## config.mk

```make
export PLATFORM = sky130hd
export DESIGN_NAME = cdr_lock_controller_flat
export DESIGN_NICKNAME = d
export VERILOG_FILES = /design/src/rtl/cdr_lock_controller_pkg.sv /design/src/rtl/cdr_lock_controller_if.sv /design/src/rtl/cdr_err_window.sv /design/src/rtl/cdr_lock_controller.sv /design/src/flat_wrapper.sv
export SDC_FILE = /design/constraint.sdc
export NUM_CORES = 1
export LEC_CHECK = 0
export CAP_MARGIN = 30
export CORE_MARGIN = 8
export CORE_UTILIZATION = 55
export CTS_CLUSTER_SIZE = 10
export DETAILED_ROUTE_END_ITERATION = 10
export PLACE_DENSITY = 0.75
export SYNTH_ARGS = -nofsm -noshare
export SYNTH_HDL_FRONTEND = slang
export SYNTH_HIERARCHICAL = 1
export SYNTH_SLANG_ARGS = --single-unit
```

## constraint.sdc

```tcl
create_clock -name clk -period 5.3 [get_ports clk]
set_input_delay 1.325 -clock clk [delete_from_list [all_inputs] [get_ports clk]]
set_output_delay 1.325 -clock clk [all_outputs]
set_load 0.03 [all_outputs]
```

## src/rtl/cdr_lock_controller_pkg.sv

```systemverilog
// Shared definitions for the CDR lock sequencer.
//   state_e : FSM state encoding, also driven out on the state port.
//   sign_e  : remembered direction of the last coarse step.
package cdr_lock_controller_pkg;

  typedef enum logic [1:0] {
    ST_IDLE   = 2'd0,
    ST_COARSE = 2'd1,
    ST_FINE   = 2'd2,
    ST_LOCKED = 2'd3
  } state_e;

  typedef enum logic [1:0] {
    SIGN_ZERO = 2'b00,
    SIGN_POS  = 2'b01,
    SIGN_NEG  = 2'b10
  } sign_e;

endpackage

```

## src/rtl/cdr_lock_controller_if.sv

```systemverilog
// Signal bundle between the phase detector / DCO side and the lock sequencer.
//   en        : 1 = run acquisition, 0 = return to IDLE
//   up, down  : phase detector outputs, already synchronous to clk
//   freq_code : registered DCO frequency code
//   locked    : registered, high only in LOCKED
//   lost_lock : one-cycle pulse on LOCKED -> COARSE
//   state     : current FSM state (debug/observability)
// Handshake: there is no valid/ready pair; every input is a level sampled on
// each rising clk edge and every output is a registered level that is valid
// for the whole cycle after the edge that produced it.
interface cdr_lock_controller_if
  import cdr_lock_controller_pkg::*;
#(
  parameter int CODE_W = 8
);
  logic              en;
  logic              up;
  logic              down;
  logic [CODE_W-1:0] freq_code;
  logic              locked;
  logic              lost_lock;
  state_e            state;

  modport master (output en, up, down, input freq_code, locked, lost_lock, state);
  modport slave  (input en, up, down, output freq_code, locked, lost_lock, state);
endinterface

```

## src/rtl/cdr_err_window.sv

```systemverilog
// Fixed-length window integrator for phase detector activity.
//   clk, rst : clock, synchronous active-low reset
//   clr      : hold the window counter and accumulator at zero
//   up, down : per-cycle samples (+1 / -1 / 0)
//   err      : signed running sum INCLUDING the current cycle's sample
//   win_done : high on the last cycle of a window (never while clr is high)
module cdr_err_window #(
  parameter int WIN_LEN = 16
) (
  input  logic                                 clk,
  input  logic                                 rst,
  input  logic                                 clr,
  input  logic                                 up,
  input  logic                                 down,
  output logic signed [$clog2(WIN_LEN)+1:0]    err,
  output logic                                 win_done
);
  localparam int CW = $clog2(WIN_LEN);
  localparam int EW = CW + 2;
  localparam logic signed [EW-1:0] ONE       = EW'(1);
  localparam logic signed [EW-1:0] MINUS_ONE = -EW'(1);

  logic [CW-1:0]          cnt_q;
  logic signed [EW-1:0]   acc_q;
  logic signed [EW-1:0]   smp;

  assign smp      = (up && !down) ? ONE : ((down && !up) ? MINUS_ONE : '0);
  // The decision at win_done must see the sample of that same cycle.
  assign err      = acc_q + smp;
  assign win_done = !clr && (cnt_q == CW'(WIN_LEN - 1));

  always_ff @(posedge clk) begin
    if (!rst || clr || win_done) begin
      cnt_q <= '0;
      acc_q <= '0;
    end else begin
      cnt_q <= cnt_q + CW'(1);
      acc_q <= err;
    end
  end
endmodule

```

## src/rtl/cdr_lock_controller.sv

```systemverilog
// CDR acquisition/lock sequencer: integrates phase detector error over fixed
// windows and walks the DCO frequency code coarse, then fine, declaring and
// dropping lock.
//   clk : system clock, all logic on posedge
//   rst : synchronous active-low reset
//   bus : slave side of cdr_lock_controller_if (en/up/down in,
//         freq_code/locked/lost_lock/state out)
module cdr_lock_controller
  import cdr_lock_controller_pkg::*;
#(
  parameter int CODE_W      = 8,
  parameter int CODE_INIT   = 128,
  parameter int WIN_LEN     = 16,
  parameter int COARSE_STEP = 8,
  parameter int FINE_STEP   = 1,
  parameter int LOCK_THR    = 2,
  parameter int LOCK_CNT    = 4,
  parameter int UNLOCK_CNT  = 2
) (
  input  logic                 clk,
  input  logic                 rst,
  cdr_lock_controller_if.slave bus
);
  localparam int EW = $clog2(WIN_LEN) + 2;
  localparam int QW = $clog2(LOCK_CNT + 1);
  localparam int BW = $clog2(UNLOCK_CNT + 1);
  localparam logic [CODE_W-1:0]    CODE_INIT_V = CODE_W'(CODE_INIT);
  localparam logic signed [EW-1:0] THR         = EW'(LOCK_THR);

  state_e              state_q, state_d;
  logic [CODE_W-1:0]   code_q, code_d;
  sign_e               last_q, last_d;
  logic [QW-1:0]       quiet_q, quiet_d;
  logic [BW-1:0]       bad_q, bad_d;
  logic                locked_q, locked_d;
  logic                lost_q, lost_d;

  logic signed [EW-1:0] err;
  logic                 win_done;
  logic                 win_clr;
  logic                 quiet_win;
  sign_e                err_sign;

  // The window only runs in the active states; leaving via en==0 discards it.
  assign win_clr = !bus.en || (state_q == ST_IDLE);

  cdr_err_window #(.WIN_LEN(WIN_LEN)) u_win (
    .clk      (clk),
    .rst      (rst),
    .clr      (win_clr),
    .up       (bus.up),
    .down     (bus.down),
    .err      (err),
    .win_done (win_done)
  );

  assign quiet_win = (err <= THR) && (err >= -THR);
  assign err_sign  = err[EW-1] ? SIGN_NEG : ((err != '0) ? SIGN_POS : SIGN_ZERO);

  // Positive error (DCO early) lowers the code; saturates at both ends.
  function automatic logic [CODE_W-1:0] step_code(input logic [CODE_W-1:0] code,
                                                  input int unsigned step,
                                                  input sign_e dir);
    int unsigned c;
    c = 32'(code);
    if (dir == SIGN_POS)
      return (c < step) ? '0 : CODE_W'(c - step);
    else if (dir == SIGN_NEG)
      return (c + step > ((32'd1 << CODE_W) - 32'd1)) ? '1 : CODE_W'(c + step);
    else
      return code;
  endfunction

  always_ff @(posedge clk) begin
    if (!rst) begin
      state_q  <= ST_IDLE;
      code_q   <= CODE_INIT_V;
      last_q   <= SIGN_ZERO;
      quiet_q  <= '0;
      bad_q    <= '0;
      locked_q <= 1'b0;
      lost_q   <= 1'b0;
    end else begin
      state_q  <= state_d;
      code_q   <= code_d;
      last_q   <= last_d;
      quiet_q  <= quiet_d;
      bad_q    <= bad_d;
      locked_q <= locked_d;
      lost_q   <= lost_d;
    end
  end

  always_comb begin
    state_d = state_q;
    code_d  = code_q;
    last_d  = last_q;
    quiet_d = quiet_q;
    bad_d   = bad_q;
    lost_d  = 1'b0;
    if (!bus.en) begin
      // en has priority over a coincident win_done; no lost_lock pulse here.
      state_d = ST_IDLE;
      code_d  = CODE_INIT_V;
      last_d  = SIGN_ZERO;
      quiet_d = '0;
      bad_d   = '0;
    end else begin
      case (state_q)
        ST_IDLE: begin
          state_d = ST_COARSE;
          code_d  = CODE_INIT_V;
          last_d  = SIGN_ZERO;
          quiet_d = '0;
          bad_d   = '0;
        end
        ST_COARSE: begin
          if (win_done) begin
            if (quiet_win) begin
              state_d = ST_FINE;
              quiet_d = QW'(1);
            end else if (last_q != SIGN_ZERO && err_sign != last_q) begin
              // Overshoot: the error flipped, so back off by a fine step.
              code_d  = step_code(code_q, FINE_STEP, err_sign);
              state_d = ST_FINE;
              quiet_d = '0;
            end else begin
              code_d = step_code(code_q, COARSE_STEP, err_sign);
              last_d = err_sign;
            end
          end
        end
        ST_FINE: begin
          if (win_done) begin
            if (quiet_win) begin
              if (quiet_q + QW'(1) == QW'(LOCK_CNT)) begin
                state_d = ST_LOCKED;
                quiet_d = '0;
              end else begin
                quiet_d = quiet_q + QW'(1);
              end
            end else begin
              quiet_d = '0;
              code_d  = step_code(code_q, FINE_STEP, err_sign);
            end
          end
        end
        ST_LOCKED: begin
          if (win_done) begin
            if (quiet_win) begin
              bad_d = '0;
            end else begin
              code_d = step_code(code_q, FINE_STEP, err_sign);
              if (bad_q + BW'(1) == BW'(UNLOCK_CNT)) begin
                state_d = ST_COARSE;
                lost_d  = 1'b1;
                last_d  = SIGN_ZERO;
                quiet_d = '0;
                bad_d   = '0;
              end else begin
                bad_d = bad_q + BW'(1);
              end
            end
          end
        end
        default: state_d = ST_IDLE;
      endcase
    end
    locked_d = (state_d == ST_LOCKED);
  end

  assign bus.freq_code = code_q;
  assign bus.locked    = locked_q;
  assign bus.lost_lock = lost_q;
  assign bus.state     = state_q;
endmodule

```

## src/flat_wrapper.sv

```systemverilog
// flat-port wrapper written by rule: the top's interface ports become plain ports
module cdr_lock_controller_flat import cdr_lock_controller_pkg::*;
#(
  parameter int CODE_W      = 8,
  parameter int CODE_INIT   = 128,
  parameter int WIN_LEN     = 16,
  parameter int COARSE_STEP = 8,
  parameter int FINE_STEP   = 1,
  parameter int LOCK_THR    = 2,
  parameter int LOCK_CNT    = 4,
  parameter int UNLOCK_CNT  = 2
)
  (clk, rst, bus_en, bus_up, bus_down, bus_freq_code, bus_locked, bus_lost_lock, bus_state);
  cdr_lock_controller_if #(.CODE_W(CODE_W)) bus_i ();
  input  logic clk;
  input  logic rst;
  input wire logic [$bits(bus_i.en)-1:0] bus_en;
  input wire logic [$bits(bus_i.up)-1:0] bus_up;
  input wire logic [$bits(bus_i.down)-1:0] bus_down;
  output wire logic [$bits(bus_i.freq_code)-1:0] bus_freq_code;
  output wire logic [$bits(bus_i.locked)-1:0] bus_locked;
  output wire logic [$bits(bus_i.lost_lock)-1:0] bus_lost_lock;
  output wire logic [$bits(bus_i.state)-1:0] bus_state;
  assign bus_i.en = bus_en;
  assign bus_i.up = bus_up;
  assign bus_i.down = bus_down;
  assign bus_freq_code = bus_i.freq_code;
  assign bus_locked = bus_i.locked;
  assign bus_lost_lock = bus_i.lost_lock;
  assign bus_state = bus_i.state;
  cdr_lock_controller #(.CODE_W(CODE_W), .CODE_INIT(CODE_INIT), .WIN_LEN(WIN_LEN), .COARSE_STEP(COARSE_STEP), .FINE_STEP(FINE_STEP), .LOCK_THR(LOCK_THR), .LOCK_CNT(LOCK_CNT), .UNLOCK_CNT(UNLOCK_CNT)) u_core (.clk(clk), .rst(rst), .bus(bus_i));
endmodule
```

* Yosys cells after proc, flatten, opt, wreduce, memory -nomap -nowiden
Index checks and enable logic that the tools add are counted.
Cells by class: add/subtract/negate cells 8, order comparisons 6, equality and inequality tests 21, muxes and demuxes 51, bitwise gates (word level) 4, reduce and logical (&&, ||, !) cells 25
Operators with widths (number):
- $mux 8 | 13
- $gt 32x8->1 const B | 2
- $mux 2 | 20
- $mux 3 | 9
- $pmux 8 s3 | 1
- $ne 2x2->1 const B | 7
- $mux 6 | 2
- $pmux 3 s4 | 1
- $eq 2x2->1 const B | 5
- $add 8x1->9 const B | 1
- $add 8x4->9 const B | 1
- $lt 8x1->1 const B | 1
- $lt 8x4->1 const B | 1
- $pmux 2 s4 | 1
- $sub 8x1->8 const B | 1
- $sub 8x4->8 const B | 1
- $reduce_and 7->1 | 1
- $add 6x6->6 | 1
- $ge 6x2->1 const B | 1
- $le 6x3->1 const B | 1
- $pmux 2 s3 | 1
- $reduce_and 6->1 | 1
- $reduce_bool 6->1 | 1
- $logic_and 1x1->1 | 5
- 22 further kinds | 36
Storage, ports and cells: flip-flop bits (word level) 29, bits of input ports 5, output and inout bits 12, logic and storage cells 124

* Depth between registers and ports, before layout
Gate-level depths: netlist (run 1).
depth in word-level cells 16, mapped depth 15, depth with buffers taken out 14

* Cells and area by module
The synthesis (run 1) kept the hierarchy.
Modules (own cells, without submodules):
- cdr_lock_controller | times used 1, cells an instance 262, area an instance 2082.0 µm², sequential area each 380.4 µm²
- cdr_err_window | times used 1, cells an instance 79, area an instance 679.4 µm², sequential area each 200.2 µm²

* Worst setup path before layout (run 1)
Ideal clock, no wire load.
kind input -> register, start input bus_up, end register u_core.quiet_q[2], setup time 71 ps, arrival time 4051 ps, data required time 5229 ps, setup slack 1178 ps, stages 14, buffers on the path 1, cells stage by stage inv_1 > ha_1 > buf_4 > xor2_1 > ha_1 > and3b_1 > o21ai_0 > a21oi_1 > nor2b_1 > nand4_1 > o22ai_4 > a211oi_2 > or4_1 > a21oi_1
Between the ends: longest elaborated chain between the ends 12, elaborated cells between the ends (all ways) 22, classes of those cells add/sub (1); order compare (2); eq/ne (3); mux (9); reduce/logical (7)
Ends and longest elaborated chain:
- start, declared | line flat_wrapper.sv:18 | input wire logic [$bits(bus_i.up)-1:0] bus_up;
- $logic_not 1->1 | line cdr_err_window.sv:27 | assign smp = (up && !down) ? ONE : ((down && !up) ? MINUS_ONE : '0);
- $logic_and 1x1->1 | line cdr_err_window.sv:27
- $mux 6 | line cdr_err_window.sv:27
- $mux 6 (*) | line cdr_err_window.sv:27
- $add 6x6->6 (*) | line cdr_err_window.sv:29 | assign err = acc_q + smp;
- via u_core.err[4] | line cdr_lock_controller.sv:38 | logic signed [EW-1:0] err;
- $reduce_bool 6->1 | line cdr_lock_controller.sv:58 | assign err_sign = err[EW-1] ? SIGN_NEG : ((err != '0) ? SIGN_POS : SIGN_ZERO);
- $mux 1 | line cdr_lock_controller.sv:58
- $mux 2 | line cdr_lock_controller.sv:58
- $ne 2x2->1 | line cdr_lock_controller.sv:122 | end else if (last_q != SIGN_ZERO && err_sign != last_q) begin
- $logic_and 1x1->1 | line cdr_lock_controller.sv:122
- $ne 3x1->1 (no source line)
- $reduce_and 6->1 (no source line)
- end signal, assigned | line cdr_lock_controller.sv:87 | quiet_q <= quiet_d;
- end, declared | line cdr_lock_controller.sv:33 | logic [QW-1:0] quiet_q, quiet_d;
Mark *: on every way through the listed nets, which the timed path passes. The rest lies on a longest branch. The select of a mux whose other input is x is not followed. A chain may end at the register's enable or synchronous reset.

* Worst setup path in the final report (run 1)
Ends and elaborated chain as after synthesis.

==> results.yml, run 1 <==
outcome:
  status: "finished, final reports clean"
global_routing:
  grt_max_degree: 21
  grt_use_total_pct: 18.6
  antenna_found_initial: 0
  grt_pass1_wl_um: 11500
  grt_pass1_vias: 2392
  gr-total-overflow: 0
synth:
  synth_seq_area_share_pct: 21.0
  syn-cell-area_um2: 2760
  synth_top_area_share_pct: 21.0
  synth_mux_area_share_pct: 2.67
  synth_top_family_by_area: "simple AND/OR/NAND/NOR gates"
  synth_area_leaders: "dfxtp_1 21%, ha_1 7.7%, a21oi_1 3.4%, nand2_1 3.0%, nor2_1 2.6%"
  synth_edf_count: 0
  synth-xor-area-share_pct: 2.54
  yosys_warnings: 6
  synth-simple-area-share_pct: 29.1
  yosysUniqueCellTypes: 78
  synth_cells: 341
  synth_top_flop_cell: "dfxtp_1"
  synth_top_area_cell: "dfxtp_1"
  synthAdderAreaFrac_pct: 7.70
  ys_ff_latch: 29
  syn_avg_cell_area_um2: 8.10
  async_reset_ff_share_pct: 0
  synth_compound_gate_area_share_pct: 29.0
  syn_nets: 363
die:
  die_w_um: 86.9
  coreArea_um2: 4790
  die_area_um2: 7540
  initial_core_util_pct: 57.7
  ios: 17
  die_y_um: 86.9
  num_rows: 25
routing:
  routedWlPerCell_um: 16.9
  drc: 0
  drt_first_pass_iters: 5
  routed_wl_um: 6950
  drt_iter0_drc: 353
  ant_nets: 0
  via_per_inst: 6.55
  vias: 2694
timing:
  setup_viol: 0
  fmax_mhz: 213
  relSlewSlack_pct: 57.6
  min_period_ns: 4.70
  report.final.slew_viol_count: 0
  rsz0062_at_grt: "no"
  final-hold-violation-count: 0
  tns_ns: 0
  fin_worst_skew_ns: 0.00606
  worst_pin_slew_ns: 0.635
  post-route-period-util_pct: 88.8
power_and_ir_drop:
  total_power_mw: 0.525
  ir_drop_mv: 0.223
  power_density_nw_per_um2: 176
  p_leak_nw: 1.12
worst_setup_path:
  crit_slowest_cell: "or4_1"
  crit_family: "simple AND/OR/NAND/NOR gates"
  critical_path_buf_inv_count: 3
  critPathRequiredTime_ns: 5.51
  critPathMaxFanout: 11
  cp_slowest_stage_delay_ns: 0.52
  start_kind: "input pin"
  crit_chain: "clkdlybuf4s50_1 -> inv_1 -> ha_1 -> inv_1 -> ha_1 -> ha_1 -> nor3b_1 -> o21ai_0 -> nand3_1 -> nor2b_1 -> nor3_4 -> a21o_1 -> a211oi_2 -> or4_1 -> a21oi_1"
  cp-end-kind: "flip-flop"
  crit_top_cell: "ha_1"
  crit_type: "in -> reg"
  crit_arrival_ns: 4.92
clocking:
  cts_setup_buffers: 0
  cts_hold_buf: 0
  cts_buffers: 5
  root_buffer: "clkbuf_8"
  cts_resized: 0
  clkTransAtPathRegs_ns: 0.07
  cts_tree: "built"
  htree_levels: 2
  clk_path_buf_depth: 2
  insertion_delay_ns: 0.28
  cts_sinks: 29
layout:
  drive_gt1_share_pct: 9.88
  n_antenna_cell: 0
  nets: 365
  fillers: 455
  syn_to_final_growth_pct: 7.66
placed_design:
  gp_congestion: 0.880
  hpwlAfterDp_um: 5060
  numPortBuffers: 16
run:
  maxCapViolations: 0
hold_path:
  hold_class: "reg -> reg"
Yosys cell counts (5+ instances only):
master	n
nor2b_1	6
nand4_1	8
dfxtp_1	29
nor3b_1	5
o21ai_0	13
nor4b_1	5
nand3_1	11
a31oi_1	8
nor3_1	5
o31ai_1	5
nand2_1	22
buf_6	5
inv_1	18
and2_1	10
nor4_1	5
nand2b_1	6
a21oi_1	19
clkbuf_1	11
nor2_1	19
ha_1	17
a21o_1	7
worst paths after layout:
kind | startpoint | to | slack, ns | depth (start not counted)
max | bus_up | u_core/quiet_q[2]$_SDFFE_PN0P_ | 0.60 | 15
min | u_core/bad_q[1]$_SDFFE_PN0P_ | u_core/bad_q[1]$_SDFFE_PN0P_ | 0.43 | 2
min reg2reg | u_core/bad_q[1]$_SDFFE_PN0P_ | u_core/bad_q[1]$_SDFFE_PN0P_ | 0.43 | 2
max reg2reg | u_core/u_win/acc_q[1]$_SDFF_PP0_ | u_core/quiet_q[2]$_SDFFE_PN0P_ | 2.07 | 11
power by group:
group	internal [mW]	total (mW)	switching, mW
clock	0.105	0.193	0.0880
sequential	0.220	0.224	0.00414
combinational	0.0404	0.108	0.0672
sequential cells by signal, summed over array words and instances, names as in the netlist:
name,count
u_core/bus.lost_lock,1
u_core/bus.freq_code,8
u_core/bus.state,2
u_core/quiet_q,3
u_core/u_win/cnt_q,4
u_core/bad_q,2
u_core/u_win/acc_q,6
u_core/bus.locked,1
u_core/last_q,2
final cells by class:
cell class | count | area (µm²) | share of cell area, %
clock inverters | 2 | 13.8 | 0.463
repair buffers | 19 | 183 | 6.14
clock buffers | 6 | 82.6 | 2.78
multi-input cells | 270 | 1960 | 66.0
flip-flops and latches | 29 | 581 | 19.5
inverters | 18 | 67.6 | 2.27
well taps | 67 | 83.8 | 2.82
cells by family (layout without fill, tap and decap cells):
logic type      Yosys count  in the layout
buf+inv                  42             45
fa+ha+maj                17             17
simple gates            132            132
xor+xnor                  8              8
mux                       6              6
flops                    29             29
compound gates          107            107
through the flow:
step | utilization (%) | cell area, µm² | setup WS [ns] | instances | hold WS (ns)
2_1_floorplan | - | 2760 | 1.18 | 341 | 0.403
3_3_place_gp | 60.1 | 2880 | 0.473 | 403 | 0.413
3_5_place_dp | 60.1 | 2880 | 0.353 | 403 | 0.416
4_1_cts | 62.1 | 2970 | 0.637 | 411 | 0.426
5_1_grt | 62.1 | 2970 | 0.331 | 411 | 0.445
6_report | 62.1 | 2970 | 0.595 | 411 | 0.427
worst register-to-register path, cell delays in order (launching register included):
cell	delay (ns)
dfxtp_1	0.48
xor2_1	0.12
ha_1	0.23
nor3b_1	0.14
o21ai_0	0.24
nand3_1	0.12
nor2b_1	0.21
nor3_4	0.35
a21o_1	0.43
a211oi_2	0.18
or4_1	0.52
a21oi_1	0.15
cell usage in the layout (no fill, tap or decap), types with 6 or more instances in the layout:
cell type,n
a21o_1,7
a21oi_1,19
a31oi_1,8
and2_1,10
clkbuf_8,6
clkdlybuf4s50_1,16
dfxtp_1,29
ha_1,17
inv_1,18
nand2_1,22
nand2b_1,6
nand3_1,11
nand4_1,8
nor2_1,19
nor2b_1,6
o21ai_0,13
per-layer routing:
layer  track usage [%]  vias to the layer above  wire length (µm)
met5                 0                        -                 0
met4              7.36                        0               131
met3              3.21                       12               452
met2              28.5                      104              3100
met1              25.1                     1267              3260
li1                  -                     1311                 -
Note: power is estimated with default switching activity, not from simulation.
==> run 2, diff against run 1 <==
--- a/config.mk
+++ b/config.mk
@@ -10,6 +10,7 @@
 export CORE_UTILIZATION = 55
 export CTS_CLUSTER_SIZE = 10
 export DETAILED_ROUTE_END_ITERATION = 10
+export HOLD_SLACK_MARGIN = 0.1
 export PLACE_DENSITY = 0.75
 export SYNTH_ARGS = -nofsm -noshare
 export SYNTH_HDL_FRONTEND = slang
==> constraint.sdc (replaced) <==
create_clock -name clk -period 5.4 [get_ports clk]
set_input_delay 1.35 -clock clk [delete_from_list [all_inputs] [get_ports clk]]
set_output_delay 1.35 -clock clk [all_outputs]
set_load 0.03 [all_outputs]
==> run 2 against run 1 <==
Net effect: register-to-register slack gained 0.08 ns; highest routed layer unchanged; critical path type unchanged; count of clock-buffer cells in the layout is the same; sequential share of layout area is essentially flat; flip-flop and latch count is the same.
==> results.yml, run 2 (same netlist as run 1, synthesis figures left out) <==
layout:
  utilization_pct: 62.0
  n_antenna_cell: 0
  nets: 364
  fin_cells: 410
  syn_to_final_growth_pct: 7.39
  drive_gt1_share_pct: 9.62
  fillers: 435
  largest_register_ffs: 8
  layout_common_cells: "29 x dfxtp_1, 22 x nand2_1, 19 x a21oi_1, 19 x nor2_1, 18 x inv_1"
  multi_input_area_um2: 1960
  regArea_um2: 581
  layout_commonest_cell: "dfxtp_1"
timing:
  setup_slack_ns: 0.596
  fmax_mhz: 208
  report.final.slew_viol_count: 0
  rsz0062_at_grt: "no"
  min_period_ns: 4.80
  relSlewSlack_pct: 57.6
  setup_viol: 0
  post-route-period-util_pct: 89.0
  fin_worst_skew_ns: 0.00434
  tns_ns: 0
  final-hold-violation-count: 0
  worst_pin_slew_ns: 0.635
  whs_ns: 0.422
power_and_ir_drop:
  ir_drop_mv: 0.155
  p_clk_share_pct: 36.7
  internal_power_mw: 0.358
  power_density_nw_per_um2: 173
  p_leak_nw: 1.11
  p_switching_mw: 0.154
  power_frac_seq_pct: 42.9
  switching_share_pct: 30.1
  combPwrFrac_pct: 20.3
die:
  die_y_um: 86.9
  num_rows: 25
  ios: 17
  initial_core_util_pct: 57.7
  die_area_um2: 7540
  coreArea_um2: 4790
  die_w_um: 86.9
routing:
  routed_wl_um: 6770
  via_per_inst: 6.58
  ant_nets: 0
  drt_first_pass_iters: 5
  vias: 2696
  drc: 0
  drt_iter0_drc: 358
  routedWlPerCell_um: 16.5
clocking:
  htree_levels: 2
  cts_sinks: 29
  cts_setup_buffers: 0
  insertion_delay_ns: 0.28
  clkTransAtPathRegs_ns: 0.06
  cts_resized: 0
  clk_path_buf_depth: 2
  cts_tree: "built"
  cts_buffers: 5
  root_buffer: "clkbuf_8"
  cts_hold_buf: 0
worst_setup_path:
  cp-end-kind: "flip-flop"
  r2r_cells: 11
  start_kind: "input pin"
  crit_arrival_ns: 5.02
  crit_path_start: "bus_up"
  crit_type: "in -> reg"
  r2r_end: "u_core/quiet_q[2]$_SDFFE_PN0P_"
  critPathRequiredTime_ns: 5.61
  r2r_slack_ns: 2.15
  r2r-start: "u_core/u_win/acc_q[1]$_SDFF_PP0_"
  critPathMaxFanout: 14
global_routing:
  antenna_found_initial: 0
  grt_pass1_wl_um: 11300
  grt_pass1_vias: 2366
  grt_max_degree: 21
  gr-total-overflow: 0
  grt_use_total_pct: 18.3
placed_design:
  numPortBuffers: 16
  gp_congestion: 0.886
  hpwlAfterDp_um: 4950
  dp_cells: 402
  pre_cts_slack_ns: 0.372
hold_path:
  whs_path_depth: 2
  hold_class: "reg -> reg"
  min_from: "u_core/bad_q[1]$_SDFFE_PN0P_"
  hold-path-endpoint: "u_core/bad_q[1]$_SDFFE_PN0P_"
run:
  maxCapViolations: 0
outcome:
  status: "finished, final reports clean"
[run 2: cell count changes in the layout (fill, tap and decap cells not counted)]
cell / change
buf_4: -1
[run 2: area by class of cell]
cell class                 count  area share (%)
clock inverter                 2           0.464
tap                           67            2.83
clock buffer                   6            2.78
timing repair buffer          18            5.91
sequential                    29            19.6
multi-input combinational    270            66.2
inverter                      18            2.28
[run 2: per-layer routing]
| layer | track usage, % | up-vias | routed length [µm] |
|---|---|---|---|
| met5 | 0 | - | 0 |
| met4 | 6.26 | 0 | 99 |
| met3 | 3.49 | 9 | 500 |
| met2 | 27.2 | 122 | 3060 |
| met1 | 25.5 | 1264 | 3110 |
| li1 | - | 1301 | - |
[run 2: worst max path at each step]
stage	end	slack [ns]	depth (start not counted)
6_report	u_core/quiet_q[2]$_SDFFE_PN0P_	0.60	14
5_1_grt	u_core/quiet_q[2]$_SDFFE_PN0P_	0.31	14
4_1_cts	u_core/quiet_q[2]$_SDFFE_PN0P_	0.65	14
3_5_place_dp	u_core/quiet_q[2]$_SDFFE_PN0P_	0.37	14
3_3_place_gp	u_core/bus.freq_code[2]$_SDFFE_PN0P_	0.50	14
2_1_floorplan	u_core/quiet_q[2]$_SDFFE_PN0P_	1.25	14
[run 2: power groups by stage]
stage / logic (mW) / clock network (mW) / registers (mW)
2_1_floorplan: 0.0817 / 0 / 0.224
3_3_place_gp: 0.100 / 0 / 0.224
3_5_place_dp: 0.102 / 0 / 0.224
4_1_cts: 0.102 / 0.192 / 0.220
5_1_grt: 0.113 / 0.203 / 0.220
6_report: 0.104 / 0.188 / 0.220
[run 2: stage by stage]
step           area [µm²]  total power, mW
2_1_floorplan        2760            0.305
3_3_place_gp         2870            0.325
3_5_place_dp         2870            0.326
4_1_cts              2970            0.514
5_1_grt              2970            0.535
6_report             2970            0.512
[run 2: critical path, cell delays in order]
cell	delay, ns
clkdlybuf4s50_1	0.46
inv_1	0.06
ha_1	0.35
xor2_1	0.23
ha_1	0.24
and3b_1	0.18
o21ai_0	0.23
nand3_1	0.12
nor2b_1	0.20
nor3_4	0.35
a21o_1	0.42
a211oi_2	0.17
or4_1	0.52
a21oi_1	0.14
==> run 3, diff against run 2 <==
==> constraint.sdc (replaced) <==
create_clock -name clk -period 5.4 [get_ports clk]
set_input_delay 0.54 -clock clk [delete_from_list [all_inputs] [get_ports clk]]
set_output_delay 0.54 -clock clk [all_outputs]
set_load 0.03 [all_outputs]
==> run 3 against run 2 <==
Net effect: flip-flop and latch count unchanged; utilization fell by 0.31 points; final cell count fell by 0.49%; critical path type unchanged; largest cell class unchanged.
==> results.yml, run 3 (same netlist as run 1, synthesis figures left out) <==
outcome:
  status: "finished, final reports clean"
run:
  maxCapViolations: 0
die:
  die_area_um2: 7540
  initial_core_util_pct: 57.7
  die_y_um: 86.9
  coreArea_um2: 4790
  die_w_um: 86.9
  num_rows: 25
  ios: 17
placed_design:
  dp_cells: 400
  gp_congestion: 0.884
  hpwlAfterDp_um: 4940
  placed_cell_area_um2: 2850
  numPortBuffers: 16
clocking:
  htree_levels: 2
  clk_path_buf_depth: 2
  cts_tree: "built"
  insertion_delay_ns: 0.29
  cts_hold_buf: 0
  cts_sinks: 29
  cts_resized: 0
  clkTransAtPathRegs_ns: 0.07
  root_buffer: "clkbuf_8"
  cts_buffers: 5
  cts_setup_buffers: 0
worst_setup_path:
  crit_chain: "clkdlybuf4s50_1 -> inv_1 -> ha_1 -> inv_1 -> ha_1 -> nand4bb_1 -> and4_4 -> o22ai_1 -> nand2_1 -> and4_1 -> a221oi_2 -> o22ai_1 -> or4_1 -> a21oi_1"
  cp-end-kind: "flip-flop"
  crit_slowest_cell: "or4_1"
  critPathRequiredTime_ns: 5.61
  cp_slowest_stage_delay_ns: 0.57
  crit_arrival_ns: 4.39
  crit_type: "in -> reg"
  critPathMaxFanout: 23
  start_kind: "input pin"
layout:
  syn_to_final_growth_pct: 6.84
  largest_register_ffs: 8
  nets: 362
  layout_common_cells: "29 x dfxtp_1, 22 x nand2_1, 19 x a21oi_1, 19 x nor2_1, 18 x inv_1"
  layout_commonest_cell: "dfxtp_1"
  fin_cells: 408
  drive_gt1_share_pct: 9.09
  fin_area_um2: 2950
  n_antenna_cell: 0
routing:
  routedWlPerCell_um: 16.8
  drt_iter0_drc: 355
  drc: 0
  ant_nets: 0
  vias: 2685
  via_per_inst: 6.58
  routed_wl_um: 6870
  drt_first_pass_iters: 6
timing:
  whs_ns: 0.435
  rsz0062_at_grt: "no"
  fin_worst_skew_ns: 0.00853
  final-hold-violation-count: 0
  fmax_mhz: 239
  relSlewSlack_pct: 51.8
  report.final.slew_viol_count: 0
  post-route-period-util_pct: 77.4
  worst_pin_slew_ns: 0.722
  setup_viol: 0
  tns_ns: 0
  min_period_ns: 4.18
global_routing:
  grt_pass1_vias: 2393
  gr-total-overflow: 0
  antenna_found_initial: 0
  grt_pass1_wl_um: 11600
  grt_use_total_pct: 18.6
  grt_max_degree: 24
power_and_ir_drop:
  ir_drop_mv: 0.162
  power_density_nw_per_um2: 175
  total_power_mw: 0.515
  p_leak_nw: 1.10
hold_path:
  hold_class: "reg -> reg"
run 3: cell count changes in the layout (fill, tap and decap cells not counted), sizes merged:
cell / change
buf: -2
run 3: path summary, 6_finish.rpt:
check	slack (ns)	from	cells after the start	to
hold reg to reg	0.44	u_core/bad_q[1]$_SDFFE_PN0P_	2	u_core/bad_q[1]$_SDFFE_PN0P_
hold / removal	0.44	u_core/bad_q[1]$_SDFFE_PN0P_	2	u_core/bad_q[1]$_SDFFE_PN0P_
setup reg to reg	2.01	u_core/u_win/acc_q[0]$_SDFF_PP0_	10	u_core/quiet_q[2]$_SDFFE_PN0P_
setup / recovery	1.22	bus_up	14	u_core/quiet_q[2]$_SDFFE_PN0P_
run 3: worst max-delay path, delay by kind of cell:
family / cells / cell delay, ns
buffers and inverters: 3 / 0.56
AND/OR/NAND/NOR: 5 / 1.81
AO/OA/AOI/OAI: 4 / 0.97
adder cells (fa/ha/maj): 2 / 0.51
run 3: per-stage QoR:
step / util [%] / setup slack [ns]
finish: 61.6 / 1.22
global route: 61.6 / 0.985
CTS: 61.6 / 1.26
detailed placement: 59.6 / 0.981
global placement: 59.6 / 1.05
floorplan: - / 2.06
run 3: report_power, final:
part           internal (mW)  switching [mW]  leakage [nW]
registers              0.216         0.00392         0.234
logic                 0.0377          0.0639         0.817
clock network          0.103          0.0908        0.0512
total                  0.356           0.159          1.10
run 3: routing by layer:
layer / global-route usage (%) / wire [µm] / up-vias
met5: 0 / 0 / -
met4: 5.48 / 119 / 0
met3: 3.49 / 476 / 15
met2: 29.4 / 3120 / 116
met1: 24.7 / 3160 / 1258
li1: - / - / 1296
run 3: cell type report:
type,instances,area [µm²]
clock buffer,6,82.6
clock inverter,2,13.8
fill,437,1840
inverter,18,67.6
multi-input combinational,270,1960
sequential,29,581
tap,67,83.8
timing repair buffer,16,160
